===== src/rtl/ws_pulse_decoder.sv =====
// ws_pulse_decoder: decodes a single-wire NRZ pulse-width LED stream into
// 24-bit words. A long high pulse (>= BIT_THRESH cycles) is a 1 and a short
// one is a 0. The first bit received lands in bit 23. A low period of
// RESET_CYCLES ends the frame and reports how many words it held.
// Optional feature: define WS_DECODER_GLITCH_FILTER_EN to ignore high pulses
// shorter than MIN_HIGH cycles.
module ws_pulse_decoder #(
  parameter int BIT_THRESH   = 30,
  parameter int RESET_CYCLES = 2500,
  parameter int MIN_HIGH     = 5
) (
  input  logic        clk,
  input  logic        rst,
  input  logic        led_stripe_pin,
  output logic [23:0] data_out,
  output logic        data_valid,
  output logic        frame_end,
  output logic [7:0]  frame_pixels,
  output logic        err
);

  localparam logic [15:0] RST_LIM = 16'(RESET_CYCLES);
  localparam logic [15:0] THR     = 16'(BIT_THRESH);
`ifdef WS_DECODER_GLITCH_FILTER_EN
  localparam logic [15:0] MIN_LIM = 16'(MIN_HIGH);
`endif

  // The 16-bit duration counters only work if the frame limit fits below saturation.
  if (RESET_CYCLES >= 65535 || RESET_CYCLES < 1 || MIN_HIGH < 1) begin : g_param_check
    $error("ws_pulse_decoder: RESET_CYCLES must be 1..65534 and MIN_HIGH >= 1");
  end

  typedef enum logic [1:0] {SYNC, IDLE, HIGH, LOW} state_t;

  function automatic logic [15:0] sat_inc16(input logic [15:0] v);
    return (v == 16'hFFFF) ? v : v + 16'd1;
  endfunction

  function automatic logic [7:0] sat_inc8(input logic [7:0] v);
    return (v == 8'hFF) ? v : v + 8'd1;
  endfunction

  logic        pin_p0, pin_p1, pin_p2;
  logic        rise, fall;
  state_t      state;
`ifdef WS_DECODER_GLITCH_FILTER_EN
  state_t      ret_state;
`endif
  logic [15:0] high_cnt, low_cnt;
  logic [4:0]  bit_cnt;
  logic [23:0] shreg;
  logic [7:0]  pix_cnt;
  logic        bit_val;
  logic [23:0] next_word;
  logic [23:0] word_p2;
  logic [7:0]  pix_p2;
  logic        vld_p2, fend_p2, err_p2;

  assign rise      = pin_p1 & ~pin_p2;
  assign fall      = ~pin_p1 & pin_p2;
  assign bit_val   = (high_cnt >= THR);
  assign next_word = {shreg[22:0], bit_val};

  // Two-flop synchronizer plus a delayed copy for edge detection
  always_ff @(posedge clk) begin
    if (rst) begin
      pin_p0 <= 1'b0;
      pin_p1 <= 1'b0;
      pin_p2 <= 1'b0;
    end else begin
      pin_p0 <= led_stripe_pin;
      pin_p1 <= pin_p0;
      pin_p2 <= pin_p1;
    end
  end

  // ---- stage p2: pulse-width FSM, bit assembly and frame bookkeeping ----
  always_ff @(posedge clk) begin
    if (rst) begin
      state    <= SYNC;
`ifdef WS_DECODER_GLITCH_FILTER_EN
      ret_state <= IDLE;
`endif
      high_cnt <= '0;
      low_cnt  <= '0;
      bit_cnt  <= '0;
      shreg    <= '0;
      pix_cnt  <= '0;
      word_p2  <= '0;
      pix_p2   <= '0;
      vld_p2   <= 1'b0;
      fend_p2  <= 1'b0;
      err_p2   <= 1'b0;
    end else begin
      vld_p2  <= 1'b0;
      fend_p2 <= 1'b0;
      err_p2  <= 1'b0;
      case (state)
        SYNC: begin
          if (pin_p1) begin
            low_cnt <= '0;
          end else if (sat_inc16(low_cnt) >= RST_LIM) begin
            low_cnt <= '0;
            state   <= IDLE;
          end else begin
            low_cnt <= sat_inc16(low_cnt);
          end
        end
        IDLE: begin
          if (rise) begin
            high_cnt <= 16'd1;
            state    <= HIGH;
`ifdef WS_DECODER_GLITCH_FILTER_EN
            ret_state <= IDLE;
            low_cnt   <= sat_inc16(low_cnt);
`endif
          end
        end
        HIGH: begin
          if (fall) begin
`ifdef WS_DECODER_GLITCH_FILTER_EN
            if (high_cnt < MIN_LIM) begin
              // Too short to be a bit: resume the low period it interrupted
              state   <= ret_state;
              low_cnt <= sat_inc16(low_cnt);
            end else
`endif
            begin
              shreg   <= next_word;
              low_cnt <= 16'd1;
              state   <= LOW;
              if (bit_cnt == 5'd23) begin
                word_p2 <= next_word;
                vld_p2  <= 1'b1;
                bit_cnt <= '0;
                pix_cnt <= sat_inc8(pix_cnt);
              end else begin
                bit_cnt <= bit_cnt + 5'd1;
              end
            end
          end else if (sat_inc16(high_cnt) >= RST_LIM) begin
            // Line stuck high: drop everything and resynchronise
            err_p2   <= 1'b1;
            shreg    <= '0;
            bit_cnt  <= '0;
            pix_cnt  <= '0;
            high_cnt <= '0;
            low_cnt  <= '0;
            state    <= SYNC;
          end else begin
            high_cnt <= sat_inc16(high_cnt);
`ifdef WS_DECODER_GLITCH_FILTER_EN
            low_cnt  <= sat_inc16(low_cnt);
`endif
          end
        end
        LOW: begin
          if (rise) begin
            high_cnt <= 16'd1;
            state    <= HIGH;
`ifdef WS_DECODER_GLITCH_FILTER_EN
            ret_state <= LOW;
            low_cnt   <= sat_inc16(low_cnt);
`endif
          end else if (sat_inc16(low_cnt) >= RST_LIM) begin
            // Latch gap: close the frame, flag a dangling partial word
            fend_p2 <= 1'b1;
            err_p2  <= (bit_cnt != 5'd0);
            pix_p2  <= pix_cnt;
            pix_cnt <= '0;
            bit_cnt <= '0;
            shreg   <= '0;
            low_cnt <= '0;
            state   <= IDLE;
          end else begin
            low_cnt <= sat_inc16(low_cnt);
          end
        end
        default: state <= SYNC;
      endcase
    end
  end

  // ---- stage p3: registered outputs; data_out and frame_pixels hold between updates ----
  always_ff @(posedge clk) begin
    if (rst) begin
      data_out     <= '0;
      frame_pixels <= '0;
      data_valid   <= 1'b0;
      frame_end    <= 1'b0;
      err          <= 1'b0;
    end else begin
      data_valid <= vld_p2;
      frame_end  <= fend_p2;
      err        <= err_p2;
      if (vld_p2)  data_out     <= word_p2;
      if (fend_p2) frame_pixels <= pix_p2;
    end
  end

endmodule


===== config.mk =====
export PLATFORM = sky130hd
export DESIGN_NAME = ws_pulse_decoder
export DESIGN_NICKNAME = d
export VERILOG_FILES = /design/src/rtl/ws_pulse_decoder.sv
export SDC_FILE = /design/constraint.sdc
export NUM_CORES = 1
export LEC_CHECK = 0
export BUFFER_PORTS_ARGS = -buffer_cell sky130_fd_sc_hd__buf_2
export CORE_MARGIN = 1
export CORE_UTILIZATION = 30
export DETAILED_ROUTE_END_ITERATION = 10
export PLACE_DENSITY = 0.5
export SYNTH_ARGS = -nofsm -noshare
export SYNTH_HDL_FRONTEND = slang
export SYNTH_SLANG_ARGS = --single-unit

===== constraint.sdc =====
create_clock -name clk -period 2.6 [get_ports clk]
set_input_delay 0.52 -clock clk [delete_from_list [all_inputs] [get_ports clk]]
set_output_delay 0.52 -clock clk [all_outputs]
set_load 0.01 [all_outputs]

==> flow_summary_export.csv, run 1 <==
group,metric,value,unit
setup_path,crit_path_end_kind,"flop",
setup_path,r2r_setup_slack,20,ps
routing,drtAntennaViolNets,0,
clocking,cts.root.buffer_cell,"clkbuf_16",
grt,groute.layer.met3.usage,3.61,%
floorplanning,floorplan.rows,53,
timing,report.final.hold_viol_count,0,
routing,wl_per_cell,14.1,µm
grt,met2_routing_resource_usage_after_global_routing,21.7,%
layout,final_common_cell,"dfxtp_1",
layout,final_layout_size_suffix_gt1_share,27.1,%
floorplanning,start_util,30.7,%
grt,largest_net_degree_at_the_start_of_global_routing,63,
setup_path,setup.worst_path.start_class,"flop",
logic_synthesis,postSynthAreaPerCell,8.39,µm²
floorplanning,core_area,21100,µm²
floorplanning,die_width,149,µm
placed_design,place_worst_setup_slack,-154,ps
logic_synthesis,synth_edf_count,0,
timing,grt_setup_unrepaired,"yes",
logic_synthesis,distinct_cells_synth,71,
logic_synthesis,ys_seq_area_share,44.2,%
timing,fin_crit,2580,ps
layout,flow.area_growth_from_synthesis,30.3,%
logic_synthesis,yosys.area_share.xor_xnor,0.540,%
clocking,clkSlewWorstSetupHoldPaths,70,ps
logic_synthesis,yosys.area_share.adder,1.16,%
routing,drt_iter0_markers,293,
layout,final_cells,1159,
layout,final_net_count,880,
pwr,static-leakage-power,0.00309,µW
timing,timing.fmax,387,MHz
grt,grt_util_all_layers,14.5,%
logic_synthesis,syn_area,6480,µm²
grt,grt_antenna_before_repair,0,
clocking,holdBufCountCts,0,
placed_design,placed_instance_area,7390,µm²
logic_synthesis,largest_family_of_logic_cells_by_synthesized_area,"simple AND/OR/NAND/NOR gates",
clocking,tritoncts,"built",
routing,post-route-drc-count,0,
timing,worst_slew_margin_relative_to_its_limit,56.8,%
timing,tightest_slew,647,ps
layout,number_of_inserted_diodes,0,
logic_synthesis,synth-seq-cells,143,
timing,report.final.setup_viol,0,
grt,met1_usage,20.2,%
grt,wire_length_of_the_first_global_routing_pass,26200,µm
logic_synthesis,synthMuxAreaShare,7.18,%
worst_hold_path,worst_hold_path_type,"primary input to flop",
layout,fin_area,8450,µm²
placed_design,port_buffers,37,
placed_design,place.detailed.hpwl,10500,µm
logic_synthesis,ys_warn_count,0,
run_status,run_status,"finished, final reports clean",
logic_synthesis,synth_net_count,782,
logic_synthesis,synthSimpleGateAreaFrac,27.1,%
logic_synthesis,netlist_top_cells_area,"dfxtp_1 44%, a21oi_1 6.5%, mux2i_1 6.5%",
clocking,cts_sinks,143,
clocking,cts-htree-levels,4,
clocking,clock_latency,420,ps
pwr,finalPower,4920,µW
clocking,cts-root-to-sink-buffers,2,
routing,drt-total-wl,16300,µm
logic_synthesis,yosysTopAreaCell,"dfxtp_1",
timing,finClkSkew,9.38,ps
placed_design,finalWeightedCongestion,0.863,
pwr,power.ir.vdd_worst,0.410,mV
placed_design,placed_cells,1112,
timing,setup_total_negative_slack,0,ps
floorplanning,die_height,149,µm
layout,most-common-layout-cells,"132 x dfxtp_1, 108 x nand2_1, 84 x buf_4, 78 x nor2_1, 73 x a21oi_1",
grt,overflow,0,
routing,num_vias,5727,
setup_path,critical_path_peak_fanout,7,
setup_path,worstPathRequired,2950,ps
pwr,power_density,582,nW/µm²
routing,viasPerCell,4.94,
clocking,cts-buffers-inserted,17,
floorplanning,num_io_pins,38,
logic_synthesis,asyncSetResetFlopFracSynth,0,%
layout,fillerInstances,2160,
timing,timing.final.crit_share,99.3,%
grt,vias_in_the_first_global_route,5214,
flow_run,max_cap_viol_count,0,
timing,slew_violations,0,
logic_synthesis,synth_flop_cell,"dfxtp_1",
setup_path,path_class,"flop to flop",
floorplanning,die_outline_area,22200,µm²
setup_path,worstPathArrival,2940,ps
logic_synthesis,synth.top_cell.area_share,44.2,%
logic_synthesis,netlist_instances,773,
routing,drt-pass1-iter-count,5,
grt,global_route.peak_usage_layer,"met2",
timing,final.setup.worst_slack,17.7,ps
logic_synthesis,synth_compound_gate_area_share,14.9,%
[where the power goes]
group | switching, µW | leakage (µW) | internal, µW
logic | 125 | 0.00164 | 91.4
registers | 10.2 | 0.00116 | 2200
clock network | 1040 | 0.000289 | 1450
[registers in the layout, summed over array words and instances (netlist names), 2 cells and up]
register      cells
data_out         24
state             2
high_cnt         16
pix_cnt           8
low_cnt          16
pix_p2            8
word_p2          24
frame_pixels      8
bit_cnt           5
shreg            23
[logic make-up (layout without fill, tap and decap cells)]
kind of cell    after synthesis  after routing
xor+xnor                      4              4
compound gates              152            152
fa+ha+maj                     6              6
buf+inv                      68            178
mux                          46             46
flops                       143            143
simple gates                354            355
[final cells by class]
type	instances	area [µm²]	area share, %
Sequential cell	143	2880	34.1
Inverter	11	41.3	0.489
Timing Repair Buffer	135	1020	12.1
Clock buffer	17	425	5.04
Tap cell	275	344	4.07
Clock inverter	15	176	2.09
Multi-Input combinational cell	563	3560	42.1
[worst max-delay path, cell delays in order, from the launching register on]
cell,delay (ps)
dfxtp_4,360
ha_4,180
and3_4,180
or3_1,320
a22o_1,230
buf_4,140
a311oi_4,310
nor3b_4,360
clkbuf_16,220
nand3_2,50
a31oi_1,150
[cells in the mapped netlist, types with 4 or more instances]
cell	count
a211oi_1	6
a21oi_1	84
a31oi_1	11
and2_1	12
and3_1	14
and4_1	7
buf_2	16
buf_4	5
buf_6	4
clkbuf_1	31
dfxtp_1	143
ha_1	6
inv_1	11
mux2i_1	42
nand2_1	108
nand2b_1	4
nand3_1	49
nand4_1	20
nor2_1	78
nor2b_1	12
nor3_1	18
nor4_1	5
o21ai_0	15
or3_1	4
[timing repair]
action                                  CTS  global route
endpoints found under the setup margin   38            69
resized for setup                        13            74
cloned                                    0             4
buffers inserted                          0            11
endpoints found under the hold margin     0             0
pin swaps                                 1            40
[routing by layer]
metal | routed length [µm] | vias up
met1 | 8310 | 2652
met3 | 588 | 24
li1 | - | 2946
met5 | 0 | -
met2 | 7140 | 105
met4 | 257 | 0
[final timing paths]
check / startpoint / end / cells after the start
hold reg to reg: err_p2 / err / 1
setup / recovery: low_cnt[1] / low_cnt[7] / 10
setup reg to reg: low_cnt[1] / low_cnt[7] / 10
hold / removal: led_stripe_pin / pin_p0 / 2
[stage by stage]
stage | hold slack, ps | util [%]
after floorplan | 414 | -
after global placement | 441 | 35.1
after detailed placement | 448 | 35.1
after CTS | 307 | 38.2
after global routing | 332 | 40.1
final | 322 | 40.1
Note: power is estimated with default switching activity, not from simulation.
==> run 2: changes to the inputs <==
--- a/config.mk
+++ b/config.mk
@@ -10,6 +10,7 @@
 export CORE_UTILIZATION = 30
 export DETAILED_ROUTE_END_ITERATION = 10
 export PLACE_DENSITY = 0.5
+export REMOVE_ABC_BUFFERS = 1
 export SYNTH_ARGS = -nofsm -noshare
 export SYNTH_HDL_FRONTEND = slang
 export SYNTH_SLANG_ARGS = --single-unit
==> constraint.sdc (replaced) <==
create_clock -name clk -period 2.23 [get_ports clk]
set_input_delay 0.446 -clock clk [delete_from_list [all_inputs] [get_ports clk]]
set_output_delay 0.446 -clock clk [all_outputs]
set_load 0.01 [all_outputs]
==> run 2 against run 1 <==
Net effect: the flow now finishes with violations (negative setup slack); first-iteration DRC count is 15% lower; wire length is 9.3% higher; flip-flop and latch count stayed put; hold slack worse by 90 ps; non-clock buffer count is 50 higher; combinational power is 25% higher; clock skew is 0.62 ps higher; maximum frequency is 2.8% higher; design area is 12% higher; utilization is 4.6 points higher; sequential power is 17% higher; largest cell class unchanged; largest power group unchanged.
==> flow_summary_export.csv, run 2 (synthesis results as in run 1) <==
group,metric,value,unit
setup_path,crit_path_end_kind,"flop",
timing,timing.final.crit_share,113,%
clocking,clkSlewWorstSetupHoldPaths,70,ps
routing,wl_per_cell,14.7,µm
timing,worst_hold_slack,232,ps
layout,final_layout_size_suffix_gt1_share,39.9,%
run_status,run_status,"complete, but fails checks",
layout,final_net_count,931,
pwr,static-leakage-power,0.00347,µW
routing,post-route-drc-count,0,
timing,report.final.setup_viol,74,
floorplanning,core_area,21100,µm²
floorplanning,die_outline_area,22200,µm²
clocking,tritoncts,"built",
floorplanning,num_io_pins,38,
timing,setup_total_negative_slack,-14880,ps
pwr,power.ir.vdd_worst,0.486,mV
worst_hold_path,worst_hold_path_type,"primary input to flop",
timing,fin_crit,2510,ps
clocking,cts-root-to-sink-buffers,2,
grt,wire_length_of_the_first_global_routing_pass,28300,µm
placed_design,finalWeightedCongestion,0.855,
setup_path,worstPathRequired,2540,ps
timing,slew_violations,0,
placed_design,place.detailed.hpwl,10800,µm
floorplanning,floorplan.rows,53,
timing,grt_setup_unrepaired,"yes",
floorplanning,start_util,30.7,%
routing,drt_iter0_markers,249,
layout,fin_area,9430,µm²
run_status,violations,"negative setup slack",
clocking,cts.root.buffer_cell,"clkbuf_16",
flow_run,max_cap_viol_count,0,
grt,vias_in_the_first_global_route,5514,
grt,grt_antenna_before_repair,0,
grt,grt_util_all_layers,15.9,%
floorplanning,die_width,149,µm
timing,worst_slew_margin_relative_to_its_limit,60.2,%
setup_path,critical_path_peak_fanout,7,
placed_design,port_buffers,37,
timing,final.setup.worst_slack,-283,ps
clocking,cts_sinks,143,
grt,overflow,0,
setup_path,path_class,"flop to flop",
clocking,cts-buffers-inserted,17,
layout,most-common-layout-cells,"126 x dfxtp_1, 121 x buf_4, 95 x nand2_1, 74 x nor2_1, 49 x a21oi_1",
timing,finClkSkew,10.0,ps
timing,tightest_slew,596,ps
routing,viasPerCell,5.03,
clocking,cts-htree-levels,4,
routing,drt-total-wl,17800,µm
pwr,power_density,613,nW/µm²
setup_path,setup.worst_path.start_class,"flop",
clocking,clock_latency,430,ps
floorplanning,die_height,149,µm
layout,final_common_cell,"dfxtp_1",
placed_design,placed_instance_area,7660,µm²
routing,drtAntennaViolNets,0,
timing,report.final.hold_viol_count,0,
grt,largest_net_degree_at_the_start_of_global_routing,87,
routing,drt-pass1-iter-count,5,
setup_path,worstPathArrival,2830,ps
layout,flow.area_growth_from_synthesis,45.4,%
timing,timing.fmax,398,MHz
routing,num_vias,6085,
layout,number_of_inserted_diodes,0,
layout,reg.largest.list,"data_out x24, word_p2 x24, shreg x23",
run 2: changes by cell type in the layout (fill, tap and decap cells not counted), sizes merged:
cell    delta
buf       +48
bufinv     -1
clkbuf     +2
clkinv     -1
inv        +2
or2        +1
run 2: what timing repair did:
| action | in CTS | in global routing |
|---|---|---|
| pin swaps | 57 | 60 |
| cloned | 5 | 3 |
| hold buffers | 0 | 0 |
| resized for setup | 118 | 104 |
| endpoints found under the setup margin | 75 | 75 |
| buffers inserted | 11 | 16 |
run 2: layout make-up:
class,instances,area (µm²)
Multi-Input combinational cell,564,4040
Clock buffer,17,425
Sequential cell,143,2900
Inverter,11,41.3
Tap cell,275,344
Fill cell,2071,11700
Clock inverter,15,188
Timing Repair Buffer,185,1490
run 2: worst max-delay path, stage by stage, from the launching register on:
cell and delay [ps]:
dfxtp_4 390, nand2_4 80, buf_4 140, buf_4 120
or3_1 300, nand4_1 130, a22o_1 220, a311o_1 230
and4_4 340, a21oi_4 110, a221o_1 330
run 2: report_power, final:
part	internal [µW]	total [µW]	switching [µW]
Clock	1620	2930	1310
Sequential	2560	2580	15.5
Combinational	110	272	162
run 2: per-layer routing:
layer  global-route usage (%)  up-vias  wire length (µm)
met3                     3.55       29               582
met4                     5.20        0               288
met1                     21.8     2888              8700
met5                        0        -                 0
li1                         -     3054                 -
met2                     24.5      114              8230
run 2: final timing paths:
check,from,to,slack [ps],cells after the start
setup / recovery,low_cnt[0],pix_cnt[5],-280,10
hold / removal,led_stripe_pin,pin_p0,230,2
setup reg to reg,low_cnt[0],pix_cnt[5],-280,10
hold reg to reg,word_p2[17],word_p2[17],450,2
run 2: stage by stage:
stage               setup WS [ps]  total power (µW)  util, %  cells
global placement             -494              2840     36.3   1146
floorplan                    -854              2720        -    716
finish                       -283              5770     44.7   1210
detailed placement           -552              2840     36.3   1146
CTS                          -257              5830     41.9   1193
global route                 -393              5990     44.7   1210
